## src/rtl/periph_reg_arbiter_pkg.sv

```systemverilog
// ---------------------------------------------------------------------------
// periph_reg_arbiter_pkg
//   Shared types and constants for the peripheral register-bus arbiter.
//   Contents:
//     state_e    - arbiter FSM states (IDLE, BUSY, ABORT)
//     ERR_RDATA  - read data returned to a master whose transaction timed out
// ---------------------------------------------------------------------------
package periph_reg_arbiter_pkg;

    // IDLE waits for a request, BUSY drives the slave, ABORT answers a
    // transaction the slave never completed.
    typedef enum logic [1:0] {
        IDLE  = 2'd0,
        BUSY  = 2'd1,
        ABORT = 2'd2
    } state_e;

    // Recognisable pattern so software can tell a timeout apart from real data.
    localparam logic [31:0] ERR_RDATA = 32'hBADCAB1E;

endpackage

```

## src/rtl/periph_reg_arbiter_if.sv

```systemverilog
// ---------------------------------------------------------------------------
// periph_reg_arbiter_if
//   Bundles the requester side (packed per-requester request fields plus the
//   shared response) and the single peripheral-bus side of the arbiter.
//   Modports:
//     slave  - the arbiter's view: takes requests, answers them, drives slv_*
//     master - the surroundings' view: requesters plus the peripheral bus
//   Signals:
//     req_valid_i/req_write_i [NUM_REQ]   per-requester valid and direction
//     req_addr_i  [NUM_REQ*AW]            requester i at [i*AW +: AW]
//     req_wdata_i [NUM_REQ*DW]            requester i at [i*DW +: DW]
//     req_wstrb_i [NUM_REQ*DW/8]          requester i at [i*DW/8 +: DW/8]
//     rsp_ready_o [NUM_REQ]               one-hot completion strobe
//     rsp_rdata_o [DW], rsp_error_o       shared response payload
//     slv_valid_o/write/addr/wdata/wstrb  latched request to the peripheral bus
//     slv_ready_i/rdata_i/error_i         peripheral bus completion
// ---------------------------------------------------------------------------
interface periph_reg_arbiter_if #(
    parameter int NUM_REQ = 2,
    parameter int AW      = 32,
    parameter int DW      = 32
);

    logic [NUM_REQ-1:0]        req_valid_i;
    logic [NUM_REQ-1:0]        req_write_i;
    logic [NUM_REQ*AW-1:0]     req_addr_i;
    logic [NUM_REQ*DW-1:0]     req_wdata_i;
    logic [NUM_REQ*DW/8-1:0]   req_wstrb_i;

    logic [NUM_REQ-1:0]        rsp_ready_o;
    logic [DW-1:0]             rsp_rdata_o;
    logic                      rsp_error_o;

    logic                      slv_valid_o;
    logic                      slv_write_o;
    logic [AW-1:0]             slv_addr_o;
    logic [DW-1:0]             slv_wdata_o;
    logic [DW/8-1:0]           slv_wstrb_o;
    logic                      slv_ready_i;
    logic [DW-1:0]             slv_rdata_i;
    logic                      slv_error_i;

    modport slave (
        input  req_valid_i, req_write_i, req_addr_i, req_wdata_i, req_wstrb_i,
        output rsp_ready_o, rsp_rdata_o, rsp_error_o,
        output slv_valid_o, slv_write_o, slv_addr_o, slv_wdata_o, slv_wstrb_o,
        input  slv_ready_i, slv_rdata_i, slv_error_i
    );

    modport master (
        output req_valid_i, req_write_i, req_addr_i, req_wdata_i, req_wstrb_i,
        input  rsp_ready_o, rsp_rdata_o, rsp_error_o,
        input  slv_valid_o, slv_write_o, slv_addr_o, slv_wdata_o, slv_wstrb_o,
        output slv_ready_i, slv_rdata_i, slv_error_i
    );

endinterface

```

## src/rtl/periph_reg_arbiter_rr_pick.sv

```systemverilog
// ---------------------------------------------------------------------------
// periph_reg_arbiter_rr_pick
//   Combinational round-robin picker: returns the first set bit of i_valid
//   found when scanning upward from i_rrPtr, wrapping at NUM_REQ.
//   Ports:
//     i_valid  [NUM_REQ]  request vector
//     i_rrPtr  [GW]       requester with highest priority this round
//     o_found             at least one request is set
//     o_idx    [GW]       index of the chosen requester (0 when none)
// ---------------------------------------------------------------------------
module periph_reg_arbiter_rr_pick #(
    parameter int  NUM_REQ = 2,
    localparam int GW      = (NUM_REQ > 1) ? $clog2(NUM_REQ) : 1
) (
    input  logic [NUM_REQ-1:0] i_valid,
    input  logic [GW-1:0]      i_rrPtr,
    output logic               o_found,
    output logic [GW-1:0]      o_idx
);

    // Walk the offsets from the pointer; the first hit wins and later hits
    // are ignored. NUM_REQ need not be a power of two, so the wrap is an
    // explicit subtract rather than relying on index overflow.
    always_comb begin
        int            cand;
        logic [GW-1:0] candIdx;
        o_found = 1'b0;
        o_idx   = '0;
        cand    = 0;
        candIdx = '0;
        for (int k = 0; k < NUM_REQ; k++) begin
            cand = int'(i_rrPtr) + k;
            if (cand >= NUM_REQ) begin
                cand = cand - NUM_REQ;
            end
            candIdx = GW'(cand);
            if (!o_found && i_valid[candIdx]) begin
                o_found = 1'b1;
                o_idx   = candIdx;
            end
        end
    end

endmodule

```

## src/rtl/periph_reg_arbiter.sv

```systemverilog
// ---------------------------------------------------------------------------
// periph_reg_arbiter
//   Shares one peripheral register-bus port between NUM_REQ valid/ready
//   requesters using round-robin arbitration. One transaction is in flight at
//   a time; the granted request is latched so requester-side changes cannot
//   disturb the slave. A slave that never answers is cut off after
//   TIMEOUT_CYCLES with an error response (0 disables the timeout).
//   Ports:
//     clk_i, rst_i  clock and asynchronous active-high reset
//     bus_if        requester and peripheral-bus signals (slave modport)
//     busy_o        arbiter is not idle
//     grant_idx_o   index of the current or most recent grant
//     timeout_o     one-cycle pulse while a timed-out transaction is answered
// ---------------------------------------------------------------------------
module periph_reg_arbiter
    import periph_reg_arbiter_pkg::*;
#(
    parameter int  NUM_REQ        = 2,
    parameter int  AW             = 32,
    parameter int  DW             = 32,
    parameter int  TIMEOUT_CYCLES = 255,
    localparam int GW             = (NUM_REQ > 1) ? $clog2(NUM_REQ) : 1
) (
    input  logic                 clk_i,
    input  logic                 rst_i,
    periph_reg_arbiter_if.slave  bus_if,
    output logic                 busy_o,
    output logic [GW-1:0]        grant_idx_o,
    output logic                 timeout_o
);

    localparam int WS = DW / 8;
    localparam int CW = (TIMEOUT_CYCLES > 0) ? $clog2(TIMEOUT_CYCLES + 1) : 1;
    localparam logic [CW-1:0] CNT_LAST = (TIMEOUT_CYCLES > 0) ? CW'(TIMEOUT_CYCLES - 1) : '0;
    localparam logic [CW-1:0] CNT_MAX  = '1;

    state_e          r_state;
    logic [GW-1:0]   r_grant;
    logic [GW-1:0]   r_rrPtr;
    logic [CW-1:0]   r_count;
    logic            r_write;
    logic [AW-1:0]   r_addr;
    logic [DW-1:0]   r_wdata;
    logic [WS-1:0]   r_wstrb;
    logic            r_slvValid;
    logic            r_busy;
    logic            r_timeout;

    logic            w_found;
    logic [GW-1:0]   w_pickIdx;
    logic [GW-1:0]   w_nextPtr;
    logic            w_timeoutHit;

    periph_reg_arbiter_rr_pick #(
        .NUM_REQ (NUM_REQ)
    ) u_rrPick (
        .i_valid (bus_if.req_valid_i),
        .i_rrPtr (r_rrPtr),
        .o_found (w_found),
        .o_idx   (w_pickIdx)
    );

    // After serving a requester the one above it gets first claim, which is
    // what keeps every pending requester from being starved.
    assign w_nextPtr = (int'(r_grant) == NUM_REQ - 1) ? '0 : r_grant + GW'(1);

    // The counter sits at CNT_LAST in the last BUSY cycle the slave is allowed.
    assign w_timeoutHit = (TIMEOUT_CYCLES != 0) && (r_count == CNT_LAST);

    // Arbiter FSM. Grants from IDLE, latches the chosen request, holds it on
    // the slave while BUSY and either completes on slv_ready_i or gives up
    // through ABORT. Slave-side outputs and status flags are registered here
    // so they only change on clock edges (or reset).
    always_ff @(posedge clk_i or posedge rst_i) begin
        if (rst_i) begin
            r_state    <= IDLE;
            r_grant    <= '0;
            r_rrPtr    <= '0;
            r_count    <= '0;
            r_write    <= 1'b0;
            r_addr     <= '0;
            r_wdata    <= '0;
            r_wstrb    <= '0;
            r_slvValid <= 1'b0;
            r_busy     <= 1'b0;
            r_timeout  <= 1'b0;
        end else begin
            r_timeout <= 1'b0;
            case (r_state)
                IDLE: begin
                    if (w_found) begin
                        r_state    <= BUSY;
                        r_grant    <= w_pickIdx;
                        r_write    <= bus_if.req_write_i[w_pickIdx];
                        r_addr     <= bus_if.req_addr_i[int'(w_pickIdx)*AW +: AW];
                        r_wdata    <= bus_if.req_wdata_i[int'(w_pickIdx)*DW +: DW];
                        r_wstrb    <= bus_if.req_wstrb_i[int'(w_pickIdx)*WS +: WS];
                        r_count    <= '0;
                        r_slvValid <= 1'b1;
                        r_busy     <= 1'b1;
                    end
                end
                BUSY: begin
                    if (bus_if.slv_ready_i) begin
                        r_state    <= IDLE;
                        r_slvValid <= 1'b0;
                        r_busy     <= 1'b0;
                        r_rrPtr    <= w_nextPtr;
                    end else if (w_timeoutHit) begin
                        r_state    <= ABORT;
                        r_slvValid <= 1'b0;
                        r_timeout  <= 1'b1;
                    end else if (r_count != CNT_MAX) begin
                        r_count <= r_count + CW'(1);
                    end
                end
                ABORT: begin
                    r_state <= IDLE;
                    r_busy  <= 1'b0;
                    r_rrPtr <= w_nextPtr;
                end
                default: begin
                    r_state    <= IDLE;
                    r_slvValid <= 1'b0;
                    r_busy     <= 1'b0;
                end
            endcase
        end
    end

    // The response has to leave in the same cycle the slave answers, so it is
    // steered combinationally from slv_*; in ABORT the arbiter answers on the
    // slave's behalf. Everywhere else the response bus is held at zero.
    always_comb begin
        bus_if.rsp_ready_o = '0;
        bus_if.rsp_rdata_o = '0;
        bus_if.rsp_error_o = 1'b0;
        if (r_state == BUSY && bus_if.slv_ready_i) begin
            bus_if.rsp_ready_o[r_grant] = 1'b1;
            bus_if.rsp_rdata_o          = bus_if.slv_rdata_i;
            bus_if.rsp_error_o          = bus_if.slv_error_i;
        end else if (r_state == ABORT) begin
            bus_if.rsp_ready_o[r_grant] = 1'b1;
            bus_if.rsp_rdata_o          = DW'(ERR_RDATA);
            bus_if.rsp_error_o          = 1'b1;
        end
    end

    assign bus_if.slv_valid_o = r_slvValid;
    assign bus_if.slv_write_o = r_write;
    assign bus_if.slv_addr_o  = r_addr;
    assign bus_if.slv_wdata_o = r_wdata;
    assign bus_if.slv_wstrb_o = r_wstrb;

    assign busy_o      = r_busy;
    assign grant_idx_o = r_grant;
    assign timeout_o   = r_timeout;

endmodule

```

## src/flat_wrapper.sv

```systemverilog
// flat-port wrapper written by rule: the top's interface ports become plain ports
module periph_reg_arbiter_flat import periph_reg_arbiter_pkg::*;
#(
    parameter int  NUM_REQ        = 2,
    parameter int  AW             = 32,
    parameter int  DW             = 32,
    parameter int  TIMEOUT_CYCLES = 255,
    localparam int GW             = (NUM_REQ > 1) ? $clog2(NUM_REQ) : 1
)
  (clk_i, rst_i, busy_o, grant_idx_o, timeout_o, bus_if_req_valid_i, bus_if_req_write_i, bus_if_req_addr_i, bus_if_req_wdata_i, bus_if_req_wstrb_i, bus_if_rsp_ready_o, bus_if_rsp_rdata_o, bus_if_rsp_error_o, bus_if_slv_valid_o, bus_if_slv_write_o, bus_if_slv_addr_o, bus_if_slv_wdata_o, bus_if_slv_wstrb_o, bus_if_slv_ready_i, bus_if_slv_rdata_i, bus_if_slv_error_i);
  periph_reg_arbiter_if #(.NUM_REQ(NUM_REQ), .AW(AW), .DW(DW)) bus_if_i ();
  input  logic clk_i;
  input  logic rst_i;
  output logic busy_o;
  output logic [GW-1:0] grant_idx_o;
  output logic timeout_o;
  input wire logic [$bits(bus_if_i.req_valid_i)-1:0] bus_if_req_valid_i;
  input wire logic [$bits(bus_if_i.req_write_i)-1:0] bus_if_req_write_i;
  input wire logic [$bits(bus_if_i.req_addr_i)-1:0] bus_if_req_addr_i;
  input wire logic [$bits(bus_if_i.req_wdata_i)-1:0] bus_if_req_wdata_i;
  input wire logic [$bits(bus_if_i.req_wstrb_i)-1:0] bus_if_req_wstrb_i;
  output wire logic [$bits(bus_if_i.rsp_ready_o)-1:0] bus_if_rsp_ready_o;
  output wire logic [$bits(bus_if_i.rsp_rdata_o)-1:0] bus_if_rsp_rdata_o;
  output wire logic [$bits(bus_if_i.rsp_error_o)-1:0] bus_if_rsp_error_o;
  output wire logic [$bits(bus_if_i.slv_valid_o)-1:0] bus_if_slv_valid_o;
  output wire logic [$bits(bus_if_i.slv_write_o)-1:0] bus_if_slv_write_o;
  output wire logic [$bits(bus_if_i.slv_addr_o)-1:0] bus_if_slv_addr_o;
  output wire logic [$bits(bus_if_i.slv_wdata_o)-1:0] bus_if_slv_wdata_o;
  output wire logic [$bits(bus_if_i.slv_wstrb_o)-1:0] bus_if_slv_wstrb_o;
  input wire logic [$bits(bus_if_i.slv_ready_i)-1:0] bus_if_slv_ready_i;
  input wire logic [$bits(bus_if_i.slv_rdata_i)-1:0] bus_if_slv_rdata_i;
  input wire logic [$bits(bus_if_i.slv_error_i)-1:0] bus_if_slv_error_i;
  assign bus_if_i.req_valid_i = bus_if_req_valid_i;
  assign bus_if_i.req_write_i = bus_if_req_write_i;
  assign bus_if_i.req_addr_i = bus_if_req_addr_i;
  assign bus_if_i.req_wdata_i = bus_if_req_wdata_i;
  assign bus_if_i.req_wstrb_i = bus_if_req_wstrb_i;
  assign bus_if_rsp_ready_o = bus_if_i.rsp_ready_o;
  assign bus_if_rsp_rdata_o = bus_if_i.rsp_rdata_o;
  assign bus_if_rsp_error_o = bus_if_i.rsp_error_o;
  assign bus_if_slv_valid_o = bus_if_i.slv_valid_o;
  assign bus_if_slv_write_o = bus_if_i.slv_write_o;
  assign bus_if_slv_addr_o = bus_if_i.slv_addr_o;
  assign bus_if_slv_wdata_o = bus_if_i.slv_wdata_o;
  assign bus_if_slv_wstrb_o = bus_if_i.slv_wstrb_o;
  assign bus_if_i.slv_ready_i = bus_if_slv_ready_i;
  assign bus_if_i.slv_rdata_i = bus_if_slv_rdata_i;
  assign bus_if_i.slv_error_i = bus_if_slv_error_i;
  periph_reg_arbiter #(.NUM_REQ(NUM_REQ), .AW(AW), .DW(DW), .TIMEOUT_CYCLES(TIMEOUT_CYCLES)) u_core (.clk_i(clk_i), .rst_i(rst_i), .bus_if(bus_if_i), .busy_o(busy_o), .grant_idx_o(grant_idx_o), .timeout_o(timeout_o));
endmodule
```

## config.mk

```make
export PLATFORM = sky130hd
export DESIGN_NAME = periph_reg_arbiter_flat
export DESIGN_NICKNAME = d
export VERILOG_FILES = /design/src/rtl/periph_reg_arbiter_pkg.sv /design/src/rtl/periph_reg_arbiter_if.sv /design/src/rtl/periph_reg_arbiter_rr_pick.sv /design/src/rtl/periph_reg_arbiter.sv /design/src/flat_wrapper.sv
export SDC_FILE = /design/constraint.sdc
export NUM_CORES = 1
export LEC_CHECK = 0
export CAP_MARGIN = 20
export CORE_MARGIN = 4
export CORE_UTILIZATION = 36
export DETAILED_ROUTE_END_ITERATION = 6
export PLACE_DENSITY_LB_ADDON = 0.25
export SETUP_SLACK_MARGIN = 0.15
export SYNTH_ARGS = -nofsm -noshare
export SYNTH_HDL_FRONTEND = slang
export SYNTH_SLANG_ARGS = --single-unit
export TNS_END_PERCENT = 30
```

## constraint.sdc

```tcl
create_clock -name clk_i -period 3.2 [get_ports clk_i]
set_input_delay 0.48 -clock clk_i [delete_from_list [all_inputs] [get_ports clk_i]]
set_output_delay 0.48 -clock clk_i [all_outputs]
set_load 0.01 [all_outputs]
```

# After elaboration in Yosys (flattened, before gate mapping)
# Index checks and enable logic that the tools add are counted.
classes:
  n_addsub: 5
  n_lt_le_gt_ge: 7
  eq_ne: 10
  shift: 3
  mux: 41
  n_bitwise: 1
  n_reduce_logical: 13
ops:
  columns: ["op", "count"]
  rows:
  - ["$shiftx 64x7->32", 2]
  - ["$mux 32", 2]
  - ["$mux 8", 4]
  - ["$mux 1", 24]
  - ["$pmux 8 s2", 1]
  - ["$mux 2", 5]
  - ["$add 8x1->8 const B", 1]
  - ["$eq 8x8->1 const B", 1]
  - ["$lt 1x2->1 const B", 4]
  - ["$ne 2x2->1 const B", 4]
  - ["$ne 8x8->1 const B", 1]
  - ["$reduce_and 2->1", 4]
  - ["$shiftx 8x4->4", 1]
  - ["$reduce_and 5->1", 1]
  - ["$pmux 1 s2", 2]
  - ["$pmux 2 s2", 1]
  - ["$reduce_bool 2->1", 2]
  - ["$logic_and 1x1->1", 3]
  - ["$ne 3x2->1 const B", 1]
  - ["$pmux 1 s3", 1]
  - ["$reduce_and 3->1", 1]
  - ["$add 1x1->2 const B", 1]
  - ["$eq 2x1->1 const B", 1]
  - ["$eq 2x2->1 const B", 1]
  - ["10 further kinds", 11]
word_totals:
  regBits: 84
  inputBits: 176
  output_inout_bits: 108

# Depth between registers and ports, before layout
# Gate-level depths: netlist (run 1).
logic_depth:
  ltp_word: 10
  mapped_depth: 6
  ltp_nobuf: 6

# Modules after synthesis
# From an unflattened synthesis (run 1), not the netlist that was laid out.
hier_totals:
  hier_cells: 450
  area_unflattened_um2: 4204.0
modules_own_cells:
  columns: ["mod", "n_inst", "cells_each", "area_per_inst_um2", "seq_area_each_um2"]
  rows:
  - ["periph_reg_arbiter", 1, 447, 4186.5, 2102.0]
  - ["periph_reg_arbiter_rr_pick", 1, 3, 17.5, 0.0]

# Worst setup path after synthesis (run 1)
# OpenSTA, ideal clock, no wires.
synth_path:
  path_kind: "reg-to-output"
  start: "register u_core.r_state[0]"
  end: "output bus_if_rsp_rdata_o[12]"
  arrival_time_ps: 1282
  slack_ps: 1438
  path_stages_with_launch: 5
  n_path_buf: 2
  path_cell_list: "dfrtp_1 > nor2b_1 > clkbuf_1 > clkbuf_1 > and3_1"
synth_between:
  elab_chain_len: 3
synth_rtl:
  columns: ["element", "line_no", "text"]
  rows:
  - ["start: declaration", "periph_reg_arbiter.sv:37", "state_e r_state;"]
  - ["start signal: assignment", "periph_reg_arbiter.sv:76", "r_state <= IDLE;"]
  - ["start signal: assignment", "periph_reg_arbiter.sv:92", "r_state <= BUSY;"]
  - ["start signal: assignment", "periph_reg_arbiter.sv:105", "r_state <= IDLE;"]
  - ["$eq 2x1->1", "periph_reg_arbiter.sv:138", "if (r_state == BUSY && bus_if.slv_ready_i) begin"]
  - ["$logic_and 1x1->1", "periph_reg_arbiter.sv:138", null]
  - ["$mux 32", "periph_reg_arbiter.sv:138", null]
  - ["end: declaration", "flat_wrapper.sv:23", "output wire logic [$bits(bus_if_i.rsp_rdata_o)-1:0] bus_if_rsp_rdata_o;"]
# Every way passes these cells.

# Final worst setup path (run 1)
layout_path:
  start: "register u_core.r_state[0]"
  end: "output bus_if_rsp_ready_o[0]"
layout_between:
  elab_chain_len: 3
  elab_cells_between_ends: 5
  classes_between: "2 x eq/ne; 2 x mux; 1 x reduce/logical"
layout_rtl:
  columns: ["element", "line_no", "text"]
  rows:
  - ["$eq 2x2->1 / $eq 2x1->1 (equally long branches)", "periph_reg_arbiter.sv:142, periph_reg_arbiter.sv:138", null]
  - ["$mux 2 / $logic_and 1x1->1 (equally long branches)", "periph_reg_arbiter.sv:142, periph_reg_arbiter.sv:138", null]
  - ["$mux 2 (*)", "periph_reg_arbiter.sv:138", null]
  - ["end: declaration", "flat_wrapper.sv:22", "output wire logic [$bits(bus_if_i.rsp_ready_o)-1:0] bus_if_rsp_ready_o;"]
# Every way passes the cells marked *; elsewhere a longest branch is shown, timed or not.

==> results.txt, run 1 <==
Worst Tran Pin Value: 0.784 ns
Library cells used by synthesis: 34
GRT Resource Usage Total: 21.2%
Hold buffer count at cts: 0
Share of layout cells above drive strength 1: 4.00%
Diode count: 0
Cts bufs inserted: 9
Internal power: 3.34 mW
Adder-Cell Fraction of Synth Area: 0.592%
Initial antenna violation count: 0
Async SR Flop Fraction: 100%
Post-synth EDFFs: 0
Synth Register Bits: 84
GPL Wtd Cong: 0.864
GRT overflow: 0
Pin count of the biggest net entering global routing: 92
Worst hold-check path type: register to register
Crit-path cells: nor2b_1, a21oi_1, nor2_1, clkdlybuf4s50_1
DRT Pass-1 Iters: 6
# DRC: 0
# Post-CTS Setup Buffers: 0
Effective utilization at floorplan: 36.9%
Worst Skew: 0.00846 ns
Min cycle time layout: 2.90 ns
Crit-path leading delay family: simple AND/OR/NAND/NOR gates
Chip Height: 116 microns
Largest family of logic cells by synthesized area: multiplexers
RR Endpoint: u_core.r_count[1]
Post-synth top flop: dfrtp_1
Layout area overhead: 78.0%
Sequential power share: 34.4%
Non-filler instance count after layout: 843
Run status: finished clean
Worst reg-to-reg path cell count: 4
NetSw: 1.56 mW
Dpl hpwl: 11.5 mm
Via count of the first global-routing pass: 4421
Total I/O pin count: 284
Worst EP required: 2.72 ns
H-tree levels: 3
Final net count: 875
Total Die Area: 13500 sq um
FF-to-FF Start: u_core.r_state[0]
Cell area after synthesis: 4230 sq um
Rel. slew slack: 47.7%
Setup crit start kind: register
# setup viols final: 0
Max Cap Violations: 0
Syn. warnings: 0
Min-Delay Endpoint: u_core.bus_if.slv_wstrb_o[3]
Routed length per placed instance: 17.0 microns
Flop2flop setup slack: 1.28 ns
Post_cts resized: 0
Clk root buf: clkbuf_16
Compound-Gate Fraction of Synth Area: 16.6%
Cell row count: 39
Synthesized area per cell: 9.92 sq um
XOR/XNOR Fraction of Synth Area: 0%
CTS tree: built
RSZ-0062 raised after global routing: false
Crit Path Class: register to output pin
Final Hold Viols: 0
Synth Area in Simple Gates: 12.1%
Lkg Pwr: 3.51 nW
Crit-path max cell delay: 0.59 ns
Clk pwr share: 22.1%
Share of total power in combinational logic: 43.5%
Sequential area share after synthesis: 49.7%
Filler cell count: 905
CP Capture Type: output pin
Crit Path Max Fanout: 12
Mux cell area share after synthesis: 16.9%
Sw Ratio: 31.8%
Syn nets: 604
Worst-case clock buffer depth: 2
Register clock-pin slew on the reported worst setup and hold paths: 0.06 ns
First-pass GRT wire length: 21.9 mm
Clock latency on the worst-skew pair: 0.34 ns
Drt first-iter violations: 195
Slew Limit Fails: 0
# port buffers: 283
WHS Path Cells: 2
Power per cell area: 652 nW/um^2
Peak Freq: 345 MHz
Hold path start: u_core.bus_if.slv_wstrb_o[3]
# clock sinks: 84
Vias per cell: 4.89
Cells after Synth: 426
Final period util: 90.5%
VDD IR max: 0.461 mV
Setup_tns: 0 ns
CP max stage cell: clkdlybuf4s50_1
Final ANT Viol Nets: 0
Total core area: 11500 sq um
Drt total wl: 14.3 mm
Worst EP arrival: 2.42 ns
Number of buffers and inverters on the critical path: 1
Placed cell count: 829
Die Width: 116 microns
Via count: 4124
==> logic make-up after synthesis <==
| kind of cell | after synthesis |
|---|---|
| DFF | 84 |
| adders and majority gates | 2 |
| AOI/OAI and AO/OA | 116 |
| and+or+nand+nor | 115 |
| muxes | 71 |
| buffers and inverters | 38 |
==> placed cells by master (no fill, tap or decap), types with 2 or more instances in the layout <==
| cell type | n |
|---|---|
| a21o_1 | 21 |
| a21oi_1 | 8 |
| a31oi_1 | 3 |
| a41oi_1 | 2 |
| and3_1 | 14 |
| buf_12 | 3 |
| buf_4 | 6 |
| bufinv_16 | 2 |
| clkbuf_1 | 2 |
| clkbuf_16 | 9 |
| clkdlybuf4s50_1 | 283 |
| dfrtp_1 | 84 |
| ha_1 | 2 |
| inv_1 | 5 |
| mux2i_1 | 70 |
| nand2_1 | 76 |
| nand3_1 | 2 |
| nor2_1 | 10 |
| nor3_1 | 2 |
| nor4_1 | 3 |
| o21a_1 | 4 |
| o21ai_0 | 72 |
| o21ai_4 | 2 |
==> tightest hold or removal path: stages, from the launching register on <==
cell and delay, ns:
dfrtp_1 0.34, nand2_1 0.04, o21ai_0 0.06
==> routing by layer <==
metal / up-vias / part of all wire [%] / track usage, %
li1: 2039 / - / -
met1: 1887 / 35 / 21.6
met2: 178 / 53 / 39.3
met3: 20 / 10 / 7.10
met4: 0 / 2.2 / 8.66
met5: - / 0 / 0
==> power groups by stage <==
stage               logic [mW]  registers, mW  clock network (mW)
floorplan                0.725           1.85                   0
CTS                       2.17           1.69                1.11
detailed placement        2.16           1.71                   0
finish                    2.13           1.68                1.09
global placement          2.12           1.68                   0
global route              2.32           1.74                1.16
==> registers in the layout, summed over array words and instances, names as in the netlist <==
register and flops:
u_core.bus_if.slv_write_o 1, u_core.r_state 2, u_core.busy_o 1, u_core.r_rrPtr 1
u_core.grant_idx_o 1, u_core.bus_if.slv_valid_o 1, u_core.bus_if.slv_addr_o 32, u_core.bus_if.slv_wdata_o 32
u_core.bus_if.slv_wstrb_o 4, u_core.timeout_o 1, u_core.r_count 8
==> stage by stage <==
stage	area [sq um]	setup slack, ns	hold WS, ns	utilization (%)	total power [mW]
after floorplan	4230	0.555	0.444	-	2.57
after global placement	7220	0.637	0.463	62.9	3.81
after detailed placement	7220	0.622	0.469	62.9	3.87
after CTS	7520	0.312	0.482	65.6	4.97
after global routing	7520	0.156	0.502	65.6	5.22
final	7520	0.305	0.472	65.6	4.90
==> worst max-delay path by stage <==
stage          slack [ns]  depth (start not counted)               start                          end
6_report             0.30                          4   u_core.r_state[0]        bus_if_rsp_ready_o[0]
5_1_grt              0.16                          4   u_core.r_state[0]        bus_if_rsp_ready_o[0]
4_1_cts              0.31                          4   u_core.r_state[0]        bus_if_rsp_ready_o[0]
3_5_place_dp         0.62                          6  bus_if_slv_ready_i        bus_if_rsp_rdata_o[8]
3_3_place_gp         0.64                          6  bus_if_slv_ready_i        bus_if_rsp_rdata_o[1]
2_1_floorplan        0.55                          1               rst_i  u_core.bus_if.slv_addr_o[0]
==> cell type report <==
class	instances	area (sq um)	area share (%)
well taps	143	179	2.38
clock buffers	12	246	3.28
repair buffers	292	2940	39.0
flip-flops and latches	84	2100	27.9
clock inverters	2	60.1	0.798
multi-input cells	304	1970	26.2
inverters	6	23.8	0.316
==> cells in the mapped netlist (2+ instances only) <==
library cell  instances  area, sq um
nor2_1               10         37.5
clkbuf_1             13         48.8
mux2i_1              70          701
nor3_1                2         10.0
nor4_1                3         18.8
nand3_1               2         10.0
a21o_1               21          158
a21oi_1               8         40.0
a41oi_1               2         17.5
o21ai_0              73          365
and3_1               14         87.6
buf_2                17         85.1
o21a_1                4         30.0
dfrtp_1              84         2100
nand2_1              76          285
a31oi_1               3         18.8
inv_1                 6         22.5
ha_1                  2         25.0
(Power assumes the default switching activity.)
==> run 2: changes to the inputs <==
- CORE_MARGIN: 4 -> unset
==> results.txt, run 2 (synthesized netlist as in run 1, its figures left out) <==
GPL Wtd Cong: 0.779 (-9.8%)
Via count: 4130 (+0.15%)
Crit-path cells: nor2b_1, buf_4, and3_1, clkdlybuf4s50_1
Worst Skew: 0.00622 ns (-0.00223 ns)
# port buffers: 283 (unchanged)
CTS tree: built
Crit Path Max Fanout: 13 (+1)
Worst Tran Pin Value: 0.681 ns (-0.103 ns)
Worst EP arrival: 2.31 ns (-0.11 ns)
Drt total wl: 13.1 mm (-8.2%)
Cell row count: 39 (unchanged)
DRT Pass-1 Iters: 4 (-2)
Grt peak-use layer: met2
VDD IR max: 0.331 mV (-28%)
Commonest non-fill, non-tap cell in the layout: clkdlybuf4s50_1
Layout area overhead: 76.4%
Share of layout cells above drive strength 1: 4.15% (+0.15 points)
CP max stage cell: clkdlybuf4s50_1
# clock sinks: 84 (unchanged)
Min cycle time layout: 2.79 ns (-0.108 ns)
# Post-CTS Setup Buffers: 0 (unchanged)
Multi-input logic area: 1970 sq um (unchanged)
Number of buffers and inverters on the critical path: 2 (+1)
Sequential power share: 35.9% (+1.5 points)
RR Endpoint: u_core.r_count[1]
Worst reg-to-reg path cell count: 3 (-1)
Hold path start: u_core.bus_if.slv_addr_o[21]
Post_cts resized: 0 (unchanged)
Crit Path Class: register to output pin
Rel. slew slack: 54.6% (+6.9 points)
Vias per cell: 4.90 (+0.26%)
Via count of the first global-routing pass: 4073 (-7.9%)
Sw Ratio: 32.6% (+0.83 points)
Drt first-iter violations: 169 (-13%)
Register clock-pin slew on the reported worst setup and hold paths: 0.06 ns (about the same)
Worst hold-check path type: register to register
Hold WS: 0.474 ns (+0.00162 ns)
Routing usage on met1: 21.7% (+0.043 points)
# setup viols final: 0 (unchanged)
Final net count: 875 (unchanged)
NetSw: 1.54 mW (-0.98%)
Max Cap Violations: 0 (unchanged)
# DRC: 0 (unchanged)
GRT Resource Usage Total: 20.9% (-0.28 points)
Internal power: 3.19 mW (-4.7%)
Power per cell area: 634 nW/um^2 (-2.6%)
First-pass GRT wire length: 19.1 mm (-13%)
Grt met2 use: 39.8% (+0.43 points)
Crit-path max cell delay: 0.54 ns (-0.05 ns)
Worst EP required: 2.72 ns (about the same)
Clock latency on the worst-skew pair: 0.33 ns (about the same)
Worst-case clock buffer depth: 2 (unchanged)
Min-Delay Endpoint: u_core.bus_if.slv_addr_o[21]
M3 GR Usage: 5.58% (-1.5 points)
Flop2flop setup slack: 1.39 ns (+0.11 ns)
Run status: finished clean
Hold buffer count at cts: 0 (unchanged)
WHS Path Cells: 2 (unchanged)
Diode count: 0 (unchanged)
Setup_tns: 0 ns (unchanged)
Most frequent cells in the layout: clkdlybuf4s50_1, dfrtp_1, nand2_1
RSZ-0062 raised after global routing: false
Final Hold Viols: 0 (unchanged)
Seq. cell area: 2100 sq um (unchanged)
Final core utilization: 65.3% (-0.30 points)
Effective utilization at floorplan: 37.0% (+0.16 points)
Initial antenna violation count: 0 (unchanged)
Clk pwr share: 19.6% (-2.5 points)
Total Die Area: 12200 sq um (-10%)
Filler cell count: 913 (+0.88%)
Peak Freq: 359 MHz (+3.9%)
Lkg Pwr: 3.48 nW (-0.84%)
Total I/O pin count: 284 (unchanged)
Clk root buf: clkbuf_16
FF-to-FF Start: u_core.r_state[1]
Pin count of the biggest net entering global routing: 85 (-7.6%)
Slew Limit Fails: 0 (unchanged)
GRT overflow: 0 (unchanged)
Die Width: 110 microns (-5.2%)
CP Capture Type: output pin
Dpl hpwl: 10.4 mm (-9.9%)
Setup crit start kind: register
Cts bufs inserted: 9 (unchanged)
Total core area: 11400 sq um (-0.42%)
Crit-path leading delay family: buffers and inverters
Final ANT Viol Nets: 0 (unchanged)
H-tree levels: 3 (unchanged)
Chip Height: 110 microns (-5.2%)
Routed length per placed instance: 15.6 microns (-8.1%)
Final period util: 87.1% (-3.4 points)
Share of total power in combinational logic: 44.5% (+1.0 points)
run 2: power groups by stage:
stage | registers [mW] | logic, mW | clock network (mW)
5_1_grt | 1.75 | 2.28 | 1.00
3_3_place_gp | 1.69 | 2.09 | 0
4_1_cts | 1.70 | 2.14 | 0.956
3_5_place_dp | 1.72 | 2.13 | 0
2_1_floorplan | 1.85 | 0.725 | 0
6_report | 1.70 | 2.11 | 0.927
run 2: final cells by class:
type | count | share of cell area (%)
inverter | 6 | 0.319
timing repair buffer | 292 | 39.1
sequential | 84 | 28.2
clock inverter | 2 | 0.168
multi-input combinational | 304 | 26.5
tap | 143 | 2.40
clock buffer | 11 | 3.39
run 2: worst max path at each step:
stage | endpoint | depth (start not counted) | slack [ns] | from
detailed placement | bus_if_rsp_rdata_o[13] | 6 | 0.63 | bus_if_slv_ready_i
global placement | bus_if_rsp_rdata_o[23] | 6 | 0.66 | bus_if_slv_ready_i
finish | bus_if_rsp_rdata_o[12] | 4 | 0.41 | u_core.r_state[0]
CTS | bus_if_rsp_rdata_o[12] | 4 | 0.40 | u_core.r_state[0]
global route | bus_if_rsp_rdata_o[7] | 4 | 0.21 | u_core.r_state[0]
floorplan | u_core.bus_if.slv_addr_o[0] | 1 | 0.55 | rst_i
run 2: per-stage QoR:
stage / instances / power, mW / worst slack, ns / area [sq um]
after floorplan: 426 / 2.57 / 0.555 / 4230
final: 842 / 4.73 / 0.413 / 7460
after global placement: 829 / 3.78 / 0.657 / 7190
after global routing: 842 / 5.03 / 0.215 / 7460
after detailed placement: 829 / 3.85 / 0.631 / 7190
after CTS: 842 / 4.80 / 0.399 / 7460
run 2: per-layer routing:
layer,up-vias,routed length (microns)
li1,2034,-
met1,1887,4790
met2,187,6890
met3,22,1160
met4,0,286
met5,-,0
run 2: worst reg2reg max path: cells and delay by family, from the launching register on:
family	cells	cell delay, ns
compound gates	1	0.33
flops	1	0.47
mux	1	0.33
simple gates	1	0.56
